**src/rtl/my_multicycle_leftshifter_pkg.sv**
```systemverilog
// Shared types and constants for the iterative left shifter.
package my_multicycle_leftshifter_pkg;

  typedef enum logic [1:0] {
    IDLE  = 2'd0,
    SHIFT = 2'd1,
    DONE  = 2'd2
  } state_t;

  localparam int STAGE_SHIFT     = 4;
  localparam int DEFAULT_WIDTH   = 32;
  localparam int DEFAULT_SHAMT_W = 5;

endpackage

```
**src/rtl/my_4bit_leftshifter.sv**
```systemverilog
// One combinational left-shift stage: moves data up by STAGE_SHIFT bits when enabled.
module my_4bit_leftshifter
  import my_multicycle_leftshifter_pkg::*;
#(
  parameter int WIDTH = DEFAULT_WIDTH
) (
  input  logic [WIDTH-1:0] data_input,
  input  logic             control_bit,
  output logic [WIDTH-1:0] data_output
);

  assign data_output = control_bit
                     ? {data_input[WIDTH-1-STAGE_SHIFT:0], {STAGE_SHIFT{1'b0}}}
                     : data_input;

endmodule

```
**src/rtl/my_multicycle_leftshifter.sv**
```systemverilog
// Iterative logical left shifter: four bit positions per cycle, then a 0..3 residual step.
module my_multicycle_leftshifter
  import my_multicycle_leftshifter_pkg::*;
#(
  parameter int WIDTH   = DEFAULT_WIDTH,
  parameter int SHAMT_W = DEFAULT_SHAMT_W
) (
  input  logic               clock,
  input  logic               reset,
  input  logic               in_valid,
  output logic               in_ready,
  input  logic [WIDTH-1:0]   data_in,
  input  logic [SHAMT_W-1:0] shamt,
  output logic               out_valid,
  input  logic               out_ready,
  output logic [WIDTH-1:0]   data_out,
  output logic               busy
);

  localparam logic [SHAMT_W-1:0] STEP = SHAMT_W'(STAGE_SHIFT);

  state_t             state;
  logic [WIDTH-1:0]   acc;
  logic [SHAMT_W-1:0] rem;
  logic [WIDTH-1:0]   stage_out;
  logic [WIDTH-1:0]   residual_out;
  logic               stage_en;

  assign stage_en = (rem >= STEP);
  assign data_out = acc;

  my_4bit_leftshifter #(.WIDTH(WIDTH)) u_stage (
    .data_input  (acc),
    .control_bit (stage_en),
    .data_output (stage_out)
  );

  // Final partial step once fewer than four positions remain.
  always_comb begin
    residual_out = acc;
    case (rem[1:0])
      2'd0:    residual_out = acc;
      2'd1:    residual_out = {acc[WIDTH-2:0], 1'b0};
      2'd2:    residual_out = {acc[WIDTH-3:0], 2'b00};
      default: residual_out = {acc[WIDTH-4:0], 3'b000};
    endcase
  end

  always_ff @(posedge clock or negedge reset) begin
    if (!reset) begin
      state     <= IDLE;
      acc       <= '0;
      rem       <= '0;
      in_ready  <= 1'b1;
      out_valid <= 1'b0;
      busy      <= 1'b0;
    end else begin
      case (state)
        IDLE: begin
          if (in_valid && in_ready) begin
            acc      <= data_in;
            rem      <= shamt;
            state    <= SHIFT;
            in_ready <= 1'b0;
            busy     <= 1'b1;
          end
        end
        SHIFT: begin
          if (stage_en) begin
            acc <= stage_out;
            rem <= rem - STEP;
          end else begin
            acc       <= residual_out;
            rem       <= '0;
            state     <= DONE;
            out_valid <= 1'b1;
          end
        end
        DONE: begin
          if (out_ready) begin
            state     <= IDLE;
            out_valid <= 1'b0;
            busy      <= 1'b0;
            in_ready  <= 1'b1;
          end
        end
        default: begin
          state     <= IDLE;
          out_valid <= 1'b0;
          busy      <= 1'b0;
          in_ready  <= 1'b1;
        end
      endcase
    end
  end

endmodule
```
**config.mk**
```make
export PLATFORM = sky130hd
export DESIGN_NAME = my_multicycle_leftshifter
export DESIGN_NICKNAME = d
export VERILOG_FILES = /design/src/rtl/my_multicycle_leftshifter_pkg.sv /design/src/rtl/my_4bit_leftshifter.sv /design/src/rtl/my_multicycle_leftshifter.sv
export SDC_FILE = /design/constraint.sdc
export NUM_CORES = 1
export LEC_CHECK = 0
export ABC_AREA = 1
export BUFFER_PORTS_ARGS = -buffer_cell sky130_fd_sc_hd__clkbuf_2
export CAP_MARGIN = 15
export CORE_MARGIN = 2
export CORE_UTILIZATION = 50
export DETAILED_ROUTE_END_ITERATION = 12
export HOLD_SLACK_MARGIN = 0.06
export PLACE_DENSITY = 0.74
export SLEW_MARGIN = 10
export SYNTH_ARGS = -nofsm -noshare
export SYNTH_HDL_FRONTEND = slang
export SYNTH_SLANG_ARGS = --single-unit
```
**constraint.sdc**
```tcl
create_clock -name clock -period 2.46 [get_ports clock]
set_input_delay 0.738 -clock clock [delete_from_list [all_inputs] [get_ports clock]]
set_output_delay 0.738 -clock clock [all_outputs]
set_load 0.05 [all_outputs]
```
# Word-level counts from Yosys, hierarchy flattened
# Cells that the tools add are included.
[word_totals] input_bits=41 output_inout_bits=35 word_cells=46 reg_bits=42
[op_classes] n_reduce_logical=9 muxes=19 n_bitwise=2 magnitude_cmp=1 n_addsub=1 eq_ne=8
[op_table] operator="32-bit case mux with 3 select lines" n=1
[op_table] operator="32-bit two-way mux" n=2
[op_table] operator="32-bit case mux with 2 select lines" n=1
[op_table] operator="3-bit AND reduction" n=4
[op_table] operator="5-bit two-way mux" n=2
[op_table] operator="5-bit case mux with 2 select lines" n=1
[op_table] operator="1-bit case mux with 3 select lines" n=3
[op_table] operator="2-bit two-way mux" n=3
[op_table] operator="2-bit inequality test, second input constant" n=3
[op_table] operator="2-bit case mux with 3 select lines" n=1
[op_table] operator="5-bit by 3-bit greater-or-equal comparator with 1-bit output, second input constant" n=1
[op_table] operator="1-bit two-way mux" n=5
[op_table] operator="5-bit by 3-bit subtractor with 5-bit output, second input constant" n=1
[op_table] operator="2-bit by 1-bit == test with 1-bit output, second input constant" n=2
[op_table] operator="2-bit == test, second input constant" n=2
[op_table] operator="2-bit zero test" n=2
[op_table] operator="3-bit inequality test, second input constant" n=1
[op_table] operator="1-bit NOT" n=2
[op_table] operator="2-bit AND reduction" n=1
[op_table] operator="2-bit nonzero test" n=1
[op_table] operator="1-bit logical AND" n=1

# Longest topological paths before layout
# Gate-level depths: netlist of run 1.
[logic_depth] ltp_word=4 mapped_depth=12 mapped_depth_nobuf=10

# By module
# From an unflattened synthesis of run 1, not the netlist that was laid out.
[unflattened] hier_cells=580 hier_area_um2=3460.8
[by_module_without_submodules] mod="my_multicycle_leftshifter" seq_area_each_um2=1052.3 cells_per_inst=481 instances=1 area_per_inst_um2=3044.2
[by_module_without_submodules] mod="my_4bit_leftshifter" seq_area_each_um2=0.0 cells_per_inst=99 instances=1 area_per_inst_um2=416.6

# Worst setup path after synthesis of run 1
# Ideal clock, no wire load.
[synth_timing] path_type="flip-flop to flip-flop" startpoint="reg rem[0]" endpoint="reg acc[5], in the netlist data_out[5]" required_time_ns=2.394 path_slack_ns=0.845 period_less_slack_ns=1.615 path_stages_with_launch=13 path_buffers=3 setup_time_ns=0.066 t_arrival_ns=1.549 cell_sequence="dfrtp_1 > inv_1 > ha_1 > buf_2 > inv_1 > buf_2 > buf_2 > nand2_1 > nand3_1 > nand2_1 > nand3_1 > nand2_1 > nand2_1"
[synth_between] elab_chain_cells=4 word_cells_on_any_way=9 classes_between="order compare (1); eq/ne (3); mux (3); reduce/logical (2)"
[synth_lines] item="from (decl)" line_no="my_multicycle_leftshifter.sv:24" text="logic [SHAMT_W-1:0] rem;"
[synth_lines] item="from (signal assigned)" line_no="my_multicycle_leftshifter.sv:62" text="rem <= shamt;"
[synth_lines] item="from (signal assigned)" line_no="my_multicycle_leftshifter.sv:71" text="rem <= rem - STEP;"
[synth_lines] item="branches (longest 4 deep; another with 5-bit by 3-bit greater-or-equal comparator with 1-bit output)"
[synth_lines] item="to (signal assigned)" line_no="my_multicycle_leftshifter.sv:61" text="acc <= data_in;"
[synth_lines] item="to (signal assigned)" line_no="my_multicycle_leftshifter.sv:70" text="acc <= stage_out;"
[synth_lines] item="to (signal assigned)" line_no="my_multicycle_leftshifter.sv:73" text="acc <= residual_out;"
[synth_lines] item="to (decl)" line_no="my_multicycle_leftshifter.sv:23" text="logic [WIDTH-1:0] acc;"
# Several ways; the timed one is not identified. The select of a mux whose other input is x is not followed.
# A chain may end at the register's enable or synchronous reset.

# Worst setup path after layout of run 1
[layout_timing] startpoint="reg rem[0]" endpoint="reg acc[0], in the netlist data_out[0]"
[layout_between] elab_chain_cells=3 word_cells_on_any_way=6 classes_between="order compare (1); eq/ne (1); mux (2); reduce/logical (2)"
[layout_lines] item="5-bit by 3-bit greater-or-equal comparator with 1-bit output / 2-bit zero test (equally long branches)" line_no="my_multicycle_leftshifter.sv:29, my_multicycle_leftshifter.sv:41"
[layout_lines] item="3-bit inequality test (no line) / 32-bit two-way mux (equally long branches)"
[layout_lines] item="3-bit AND reduction (no line) / 32-bit case mux with 2 select lines (equally long branches)"
# Several ways; a longest one is shown, not always the timed one.

==> results.cfg, run 1 <==
[run_status]
outcome = completed

[worst_setup_path]
worstSetupStartpointType = flop
crit_path_end_kind = flop
r2r_end = data_out[0]
r2r_start = rem[0]
worstPathMaxFanout = 33
required_ns = 2.62
max_stage_delay_ns = 0.50
ff2ff_path_depth = 8
path_common_cell = nand2_1
r2r_slack_ns = 0.48
critPathSlowestCell = nand2_2
critPathLaunch = rem[0]
crit_chain = inv_1 -> ha_1 -> nand2_1 -> nand3_1 -> nor2_4 -> nand2_1 -> nand2_2 -> o21ai_0
critical_path_class = flop to flop
arrival_ns = 2.14

[clock_tree]
clock-root-buffer = clkbuf_8
cts_resized = 0
clkTransAtPathRegs_ns = 0.09
htreeDepth = 2
clock_path_buffers = 2
cts_sinks = 42
post_cts_hold_buffer_count = 0
insertion_delay_ns = 0.30
cts_tree = done
cts_inserted_buffers = 5
cts_setup_buffers = 0

[floorplanning]
start_util = 0.510
die-width_um = 81.3
rows = 28
io_pins = 76
core_area_um2 = 5850
floorplan.die_area_um2 = 6610
die_y_um = 81.3

[drt]
wl_per_cell_um = 13.9
first_pass_iters = 5
antenna_left = 0
drt_iter0_drc = 260
vias = 3463
wl_mm = 8.51
avgViaCountPerCell = 5.67
route.detailed.drc = 0

[logic_synthesis]
synth_commonest_cells = nand2_1, nand3_1, dfrtp_1, buf_2, clkbuf_1
synth_fp_nets = 521
synth_top_area_cell = dfrtp_1
syn-cell-area_um2 = 2990
synth_top_area_share = 0.344
seq_area_frac_synth = 0.352
synth_flop_cell = dfrtp_1
synth.most_common_cell = nand2_1
ys_ff_latch = 42
syn_inst = 475
yosysUniqueCellTypes = 20
synth_edf_count = 0
async_flop_share = 1.00
yosysWarningCount = 0
synth_area_leaders = dfrtp_1, nand2_1, nand3_1
syn_avg_cell_area_um2 = 6.29

[sta]
finalHoldViolations = 0
layout_worst_path_cycle_share = 0.804
layout_min_cycle_time_ns = 1.98
tns_ns = 0
fmax_mhz = 506
setup_viol = 0
tightest_slew_ns = 0.661
timing.slew.headroom = 0.558
slew_violations = 0
finalClockSkew_ns = 0.0112
rsz0062_at_grt = no

[layout]
drive_above_1_share = 0.188
final_net_count = 581
area_growth_pct = 16.8
fillers = 585
final_cells = 611
diodes = 0

[global_routing]
grt_max_degree = 60
grt_pass1_wl_mm = 14.6
antenna_found_initial = 0
gr-usage-all-layers = 0.280
grt_remaining_overflow = 0
grt_pass1_vias = 3212

[placed_design]
gp_congestion = 0.806
dp.cells = 603
dp_hpwl_mm = 5.49
port_buffers = 75

[flow_run]
drv.max_cap_violation_count = 0

[worst_hold_path]
hold_path_class = input port to async pin
metal layers:
layer	vias to the layer above	wire, um	global-route usage
met2	161	3980	0.470
met4	0	112	0.0949
met1	1615	3790	0.367
li1	1674	-	-
met3	13	625	0.0456
met5	-	0	0
registers in the layout, summed over array words and instances, names as in the netlist:
| register | count |
|---|---|
| busy | 1 |
| rem | 5 |
| in_ready | 1 |
| state | 2 |
| out_valid | 1 |
| data_out | 32 |
cell families after synthesis:
group / after synthesis / share of synthesized area
xor+xnor: 1 / 0.00293
flops: 42 / 0.352
buf+inv: 47 / 0.0700
compound gates: 13 / 0.0239
simple gates: 367 / 0.530
fa+ha+maj: 5 / 0.0209
area by class of cell:
class	count	area [um2]	share of cell area
multi-input cells	386	1730	0.495
flip-flops and latches	42	1050	0.302
well taps	75	93.8	0.0269
repair buffers	87	478	0.137
clock buffers	8	90.1	0.0258
inverters	13	48.8	0.0140
how the worst max path moves through the flow:
stage / slack, ns / to / depth (start not counted)
2_1_floorplan: 0.84 / data_out[5] / 12
3_3_place_gp: 0.43 / data_out[0] / 7
3_5_place_dp: 0.38 / data_out[0] / 8
4_1_cts: 0.48 / data_out[0] / 8
5_1_grt: 0.30 / data_out[28] / 9
6_report: 0.48 / data_out[0] / 8
stage by stage:
step	instance area, um2	utilization	setup slack, ns	hold WS (ns)
finish	3490	0.596	0.483	0.412
global route	3490	0.596	0.296	0.455
CTS	3490	0.596	0.480	0.426
detailed placement	3400	0.581	0.383	0.482
global placement	3400	0.581	0.426	0.459
floorplan	2990	-	0.845	0.442
layout by cell type (no fill, tap or decap):
| cell | n |
|---|---|
| inv_1 | 10 |
| buf_4 | 11 |
| nand2_1 | 207 |
| dfrtp_1 | 41 |
| or2_0 | 1 |
| a21oi_2 | 1 |
| nor2_4 | 2 |
| clkbuf_8 | 6 |
| a21oi_1 | 6 |
| dfstp_2 | 1 |
| o21ai_0 | 5 |
| clkbuf_1 | 2 |
| clkbuf_2 | 75 |
| nand2_2 | 1 |
| buf_12 | 1 |
| xor2_1 | 1 |
| nand3_1 | 148 |
| inv_2 | 3 |
| ha_1 | 5 |
| o21a_1 | 1 |
| nor2_1 | 8 |
critical path, delay by kind of cell (launching register included):
| kind | cells | cell delay (ns) |
|---|---|---|
| buffers and inverters | 1 | 0.07 |
| adders and majority gates | 1 | 0.24 |
| and+or+nand+nor | 5 | 1.00 |
| AOI/OAI and AO/OA | 1 | 0.15 |
| DFF | 1 | 0.36 |
Power of run 1 is not shown: default switching activity piles up to over one toggle a cycle in this logic, so the estimate is an artifact.
==> run 2, diff against run 1 <==
Settings changed: ABC_AREA 1 to 0, CORE_UTILIZATION 50 to 48, PLACE_DENSITY 0.74 to 0.75.
Clock period 2.46 ns to 1.6 ns, I/O delays scaled along.
==> run 2 against run 1 <==
Against the previous run: hold slack lost 0.29 ns; sequential cell count is the same; critical endpoint is now data_out[8]; wire length rose by 8.0%; worst setup slack got worse by 0.80 ns; sequential share of layout area down 2.9 points; the run now ends with setup timing left; critical path type unchanged.
==> results.cfg, run 2 <==
[global_routing]
grtUsageMet1 = 0.368
grt_pass1_wl_mm = 13.9
grt_pass1_vias = 2963
met2_usage = 0.448
grt_use_met3 = 0.0452
antenna_found_initial = 0
grt_max_degree = 35
grt_remaining_overflow = 0
gr-usage-all-layers = 0.276
busiest_layer = met2

[logic_synthesis]
synth_top_area_cell = dfrtp_1
synth_area_leaders = dfrtp_1, a221oi_1, a22oi_1
synth.most_common_cell = dfrtp_1
syn_inst = 340
ys_ff_latch = 42
synth_flop_cell = dfrtp_1
synth_top_area_share = 0.374
seq_area_frac_synth = 0.383
synth_commonest_cells = dfrtp_1, o21ai_0, nand2_1, nor2_1, a21oi_1
synth_fp_nets = 386
syn_avg_cell_area_um2 = 8.07
synth_edf_count = 0
yosysUniqueCellTypes = 36
yosysWarningCount = 0
syn-cell-area_um2 = 2750
async_flop_share = 1.00

[clock_tree]
clkTransAtPathRegs_ns = 0.08
cts_sinks = 42
htreeDepth = 2
clock_path_buffers = 2
post_cts_hold_buffer_count = 0
clock-root-buffer = clkbuf_8
cts_tree = done
cts_inserted_buffers = 5
insertion_delay_ns = 0.30

[worst_setup_path]
r2r_end = data_out[8]
arrival_ns = 2.12
critPathSlowestCell = a2111o_1
critical-path-top-delay-family = compound AO/OA/AOI/OAI gates
r2r_start = rem[0]
critPathLaunch = rem[0]
worstPathMaxFanout = 28
r2r_slack_ns = -0.31
ff2ff_path_depth = 8
worstSetupStartpointType = flop
critical_path_class = flop to flop
crit_end = data_out[8]
crit_path_end_kind = flop
crit_chain = inv_1 -> ha_4 -> a2111o_1 -> buf_4 -> a21oi_4 -> buf_12 -> a221oi_2 -> o21ai_1
cp_num_buf_inv = 3
crit_cells = 8
max_stage_delay_ns = 0.41
required_ns = 1.81

[drt]
avgViaCountPerCell = 6.35
vias = 3224
first_pass_iters = 6
antenna_left = 0
wl_per_cell_um = 18.1
route.detailed.drc = 0
drt_iter0_drc = 425
wl_mm = 9.19

[sta]
setup_viol = 40
postLayoutSetupSlackWorst_ns = -0.314
finalClockSkew_ns = 0.00558
layout_worst_path_cycle_share = 1.20
tightest_slew_ns = 0.451
layout_min_cycle_time_ns = 1.91
fmax_mhz = 522
finalHoldViolations = 0
rsz0062_at_grt = yes
slew_violations = 0
timing.slew.headroom = 0.699

[floorplanning]
floorplan.die_area_um2 = 6340
die_y_um = 79.6
rows = 27
io_pins = 76
core_area_um2 = 5510
die-width_um = 79.6
start_util = 0.499

[placed_design]
gp_congestion = 0.849
dp_hpwl_mm = 5.70
place_area_um2 = 3460
dpl_worst_slack_ns = -0.291
port_buffers = 75

[layout]
final_common_cell = clkbuf_2
final_net_count = 483
fillers = 436
finalInstanceArea_um2 = 3850
largest_reg_flops = 32
drive_above_1_share = 0.360
diodes = 0
multiInputGateArea_um2 = 1640
fin_util = 0.700
layout_common_cells = clkbuf_2, dfrtp_1, nor2_1
register_area_um2 = 1050
area_growth_pct = 40.4

[run_status]
outcome = finished, violations left
violations = setup timing

[worst_hold_path]
hold_path_class = input port to async pin

[flow_run]
drv.max_cap_violation_count = 0

[power]
p_per_area_nw_per_um2 = 479
p_leak_nw = 1.83
vdd_drop_max_v = 0.000307
run 2: cell count changes after synthesis, sizes merged, moves of 26 or more:
| cell | change |
|---|---|
| nand2 | -170 |
| nand3 | -147 |
| o21ai | +56 |
| a221oi | +29 |
| a22oi | +29 |
| a21oi | +26 |
| nor2 | +26 |
run 2: power by group:
group	switching, mW	internal, mW	total [mW]
clock	0.372	0.334	0.706
combinational	0.0402	0.0413	0.0814
sequential	0	1.06	1.06
total	0.412	1.44	1.85
run 2: per-layer routing:
metal,share of wire,vias up
li1,-,1474
met1,0.42,1516
met2,0.47,208
met3,0.085,26
met4,0.022,0
met5,0,-
run 2: worst min-delay path by stage:
stage                         to  slack, ns  cells after the start
detailed placement  data_out[17]       0.44                      1
floorplan                   busy       0.18                      0
finish                    rem[3]       0.12                      1
CTS                 data_out[17]       0.12                      1
global placement    data_out[17]       0.43                      1
global route        data_out[17]       0.14                      1
run 2: what timing repair did:
item                       4_1_cts  5_1_grt
gates cloned                     2        3
setup buffers                    8        0
resized for setup               24       34
setup endpoints to repair       40       49
hold endpoints to repair         0        0
pin swaps                        3        1
run 2: kinds of logic (layout without fill, tap and decap cells):
group | after synthesis | after routing | share of synthesized area
AOI/OAI and AO/OA | 170 | 170 | 0.411
adders and majority gates | 5 | 5 | 0.0228
buffers and inverters | 41 | 137 | 0.0638
DFF | 42 | 42 | 0.383
and+or+nand+nor | 82 | 82 | 0.119
run 2: area by class of cell:
class | count | area share
Clock buffer | 6 | 0.0214
Inverter | 8 | 0.00779
Multi-Input combinational cell | 257 | 0.426
Sequential cell | 42 | 0.273
Tap cell | 72 | 0.0234
Timing Repair Buffer | 123 | 0.248
run 2: per-stage QoR:
step	power, mW	std cells	hold WS (ns)	setup TNS, ns
floorplan	1.09	340	0.184	-7.37
global placement	1.16	490	0.434	-5.86
detailed placement	1.16	490	0.437	-8.09
CTS	1.85	505	0.120	-8.02
global route	1.91	508	0.141	-11.65
finish	1.85	508	0.119	-9.46
Note: power is estimated with default switching activity, not from simulation.
==> run 3, diff against run 2 <==
Settings changed: CORE_ASPECT_RATIO set to 1.2.
==> run 3 against run 2 <==
Against the previous run: the flow still finishes with violations (setup timing); combinational power is 2.8% higher; sequential cell count stayed put; maximum frequency shrank 0.37%; utilization down 0.43 points; wire length is 1.2% lower; clock skew is 0.0035 ns higher; die area hardly changed; global-route usage decreased by 1.2 points; cell area grew 0.94%; sequential power barely moved; hold slack improved by 0.0067 ns; total power increased by 5.7%; critical endpoint is now data_out[10]; largest cell class unchanged; largest power group unchanged.
==> results.cfg, run 3 (synthesis gave the netlist of run 2 again) <==
[worst_setup_path]
r2r_start = rem[3]
arrival_ns = 2.14
critPathLaunch = rem[3]
ff2ff_path_depth = 7
critPathSlowestCell = a2111o_1
worstPathMaxFanout = 14
crit_chain = inv_2 -> ha_4 -> a2111o_1 -> a21oi_4 -> clkbuf_16 -> a221oi_1 -> o21ai_1
critical-path-top-delay-family = compound AO/OA/AOI/OAI gates
worstSetupStartpointType = flop
crit_cells = 7
critical_path_class = flop to flop
cp_num_buf_inv = 2
required_ns = 1.82
crit_path_end_kind = flop
max_stage_delay_ns = 0.49

[drt]
wl_mm = 9.08
route.detailed.drc = 0
wl_per_cell_um = 18.1
vias = 3228
antenna_left = 0
avgViaCountPerCell = 6.44
drt_iter0_drc = 480
first_pass_iters = 5

[floorplanning]
io_pins = 76
start_util = 0.491
die_y_um = 86.8
rows = 30
floorplan.die_area_um2 = 6340
die-width_um = 73.0
core_area_um2 = 5590

[layout]
final_cells = 501
drive_above_1_share = 0.387
area_growth_pct = 41.8
largest_reg_flops = 32
fillers = 453
layout_common_cells = clkbuf_2, dfrtp_1, nor2_1
register_area_um2 = 1050
diodes = 0
fin_util = 0.696
multiInputGateArea_um2 = 1680
final_common_cell = clkbuf_2
final_net_count = 482

[clock_tree]
cts_sinks = 42
cts_inserted_buffers = 5
cts_tree = done
clock_path_buffers = 2
htreeDepth = 2
clkTransAtPathRegs_ns = 0.08
insertion_delay_ns = 0.30
clock-root-buffer = clkbuf_8
post_cts_hold_buffer_count = 0

[sta]
layout_min_cycle_time_ns = 1.92
finalHoldViolations = 0
setup_viol = 39
rsz0062_at_grt = yes
finalClockSkew_ns = 0.00906
holdWs_ns = 0.125
postLayoutSetupSlackWorst_ns = -0.321
slew_violations = 0
layout_worst_path_cycle_share = 1.20
tightest_slew_ns = 0.495
timing.slew.headroom = 0.670
tns_ns = -9.83
fmax_mhz = 521

[global_routing]
gr-usage-all-layers = 0.263
grt_pass1_wl_mm = 13.2
grt_pass1_vias = 2738
grt_remaining_overflow = 0
grt_max_degree = 33
antenna_found_initial = 0

[placed_design]
dpl_worst_slack_ns = -0.316
dp_hpwl_mm = 5.69
port_buffers = 75
gp_congestion = 0.840
dp.cells = 480

[worst_hold_path]
hold_path_class = input port to async pin

[power]
p_per_area_nw_per_um2 = 502
vdd_drop_max_v = 0.000587
p_leak_nw = 1.84

[run_status]
outcome = finished, violations left
violations = setup timing

[flow_run]
drv.max_cap_violation_count = 0
==> run 3: cell count changes in the layout (fill, tap and decap cells not counted), sizes merged <==
| cell | before | now |
|---|---|---|
| buf | 53 | 54 |
==> run 3: worst reg2reg max path: stages, from the launching register on <==
cell and delay (ns):
dfrtp_1 0.38, inv_2 0.06, ha_4 0.16, a2111o_1 0.49
a21oi_4 0.29, clkbuf_16 0.24, a221oi_1 0.08, o21ai_1 0.14
==> run 3: routing by layer <==
metal	wire length, um	track usage
met1	3630	0.354
met2	4510	0.427
met3	706	0.0349
met4	230	0.103
met5	0	0
==> run 3: metrics by stage <==
step / area [um2] / total power [mW]
floorplan: 2780 / 1.09
global placement: 3390 / 1.16
detailed placement: 3390 / 1.16
CTS: 3600 / 1.96
global route: 3890 / 2.01
finish: 3890 / 1.95
==> run 3: final timing paths <==
path | end | slack (ns)
hold reg to reg | busy | 0.50
hold / removal | data_out[25] | 0.13
max in group asynchronous | data_out[0] | 0.94
setup reg to reg | data_out[10] | -0.32
min in group clock | rem[1] | 0.39
setup / recovery | data_out[10] | -0.32
==> run 3: layout make-up <==
class | count | share of cell area
Clock buffer | 8 | 0.0283
Inverter | 8 | 0.00772
Multi-Input combinational cell | 257 | 0.433
Sequential cell | 42 | 0.271
Tap cell | 64 | 0.0206
Timing Repair Buffer | 122 | 0.240
==> run 3: repair_timing <==
action	CTS	global route
pin swaps	2	10
cloned	1	5
buffers inserted	3	5
setup endpoints to repair	41	55
gates resized for setup	20	62
==> run 3: power by group <==
| group | switching, mW | internal [mW] | total [mW] |
|---|---|---|---|
| sequential | 0 | 1.06 | 1.06 |
| combinational | 0.0410 | 0.0427 | 0.0837 |
| clock | 0.372 | 0.436 | 0.808 |
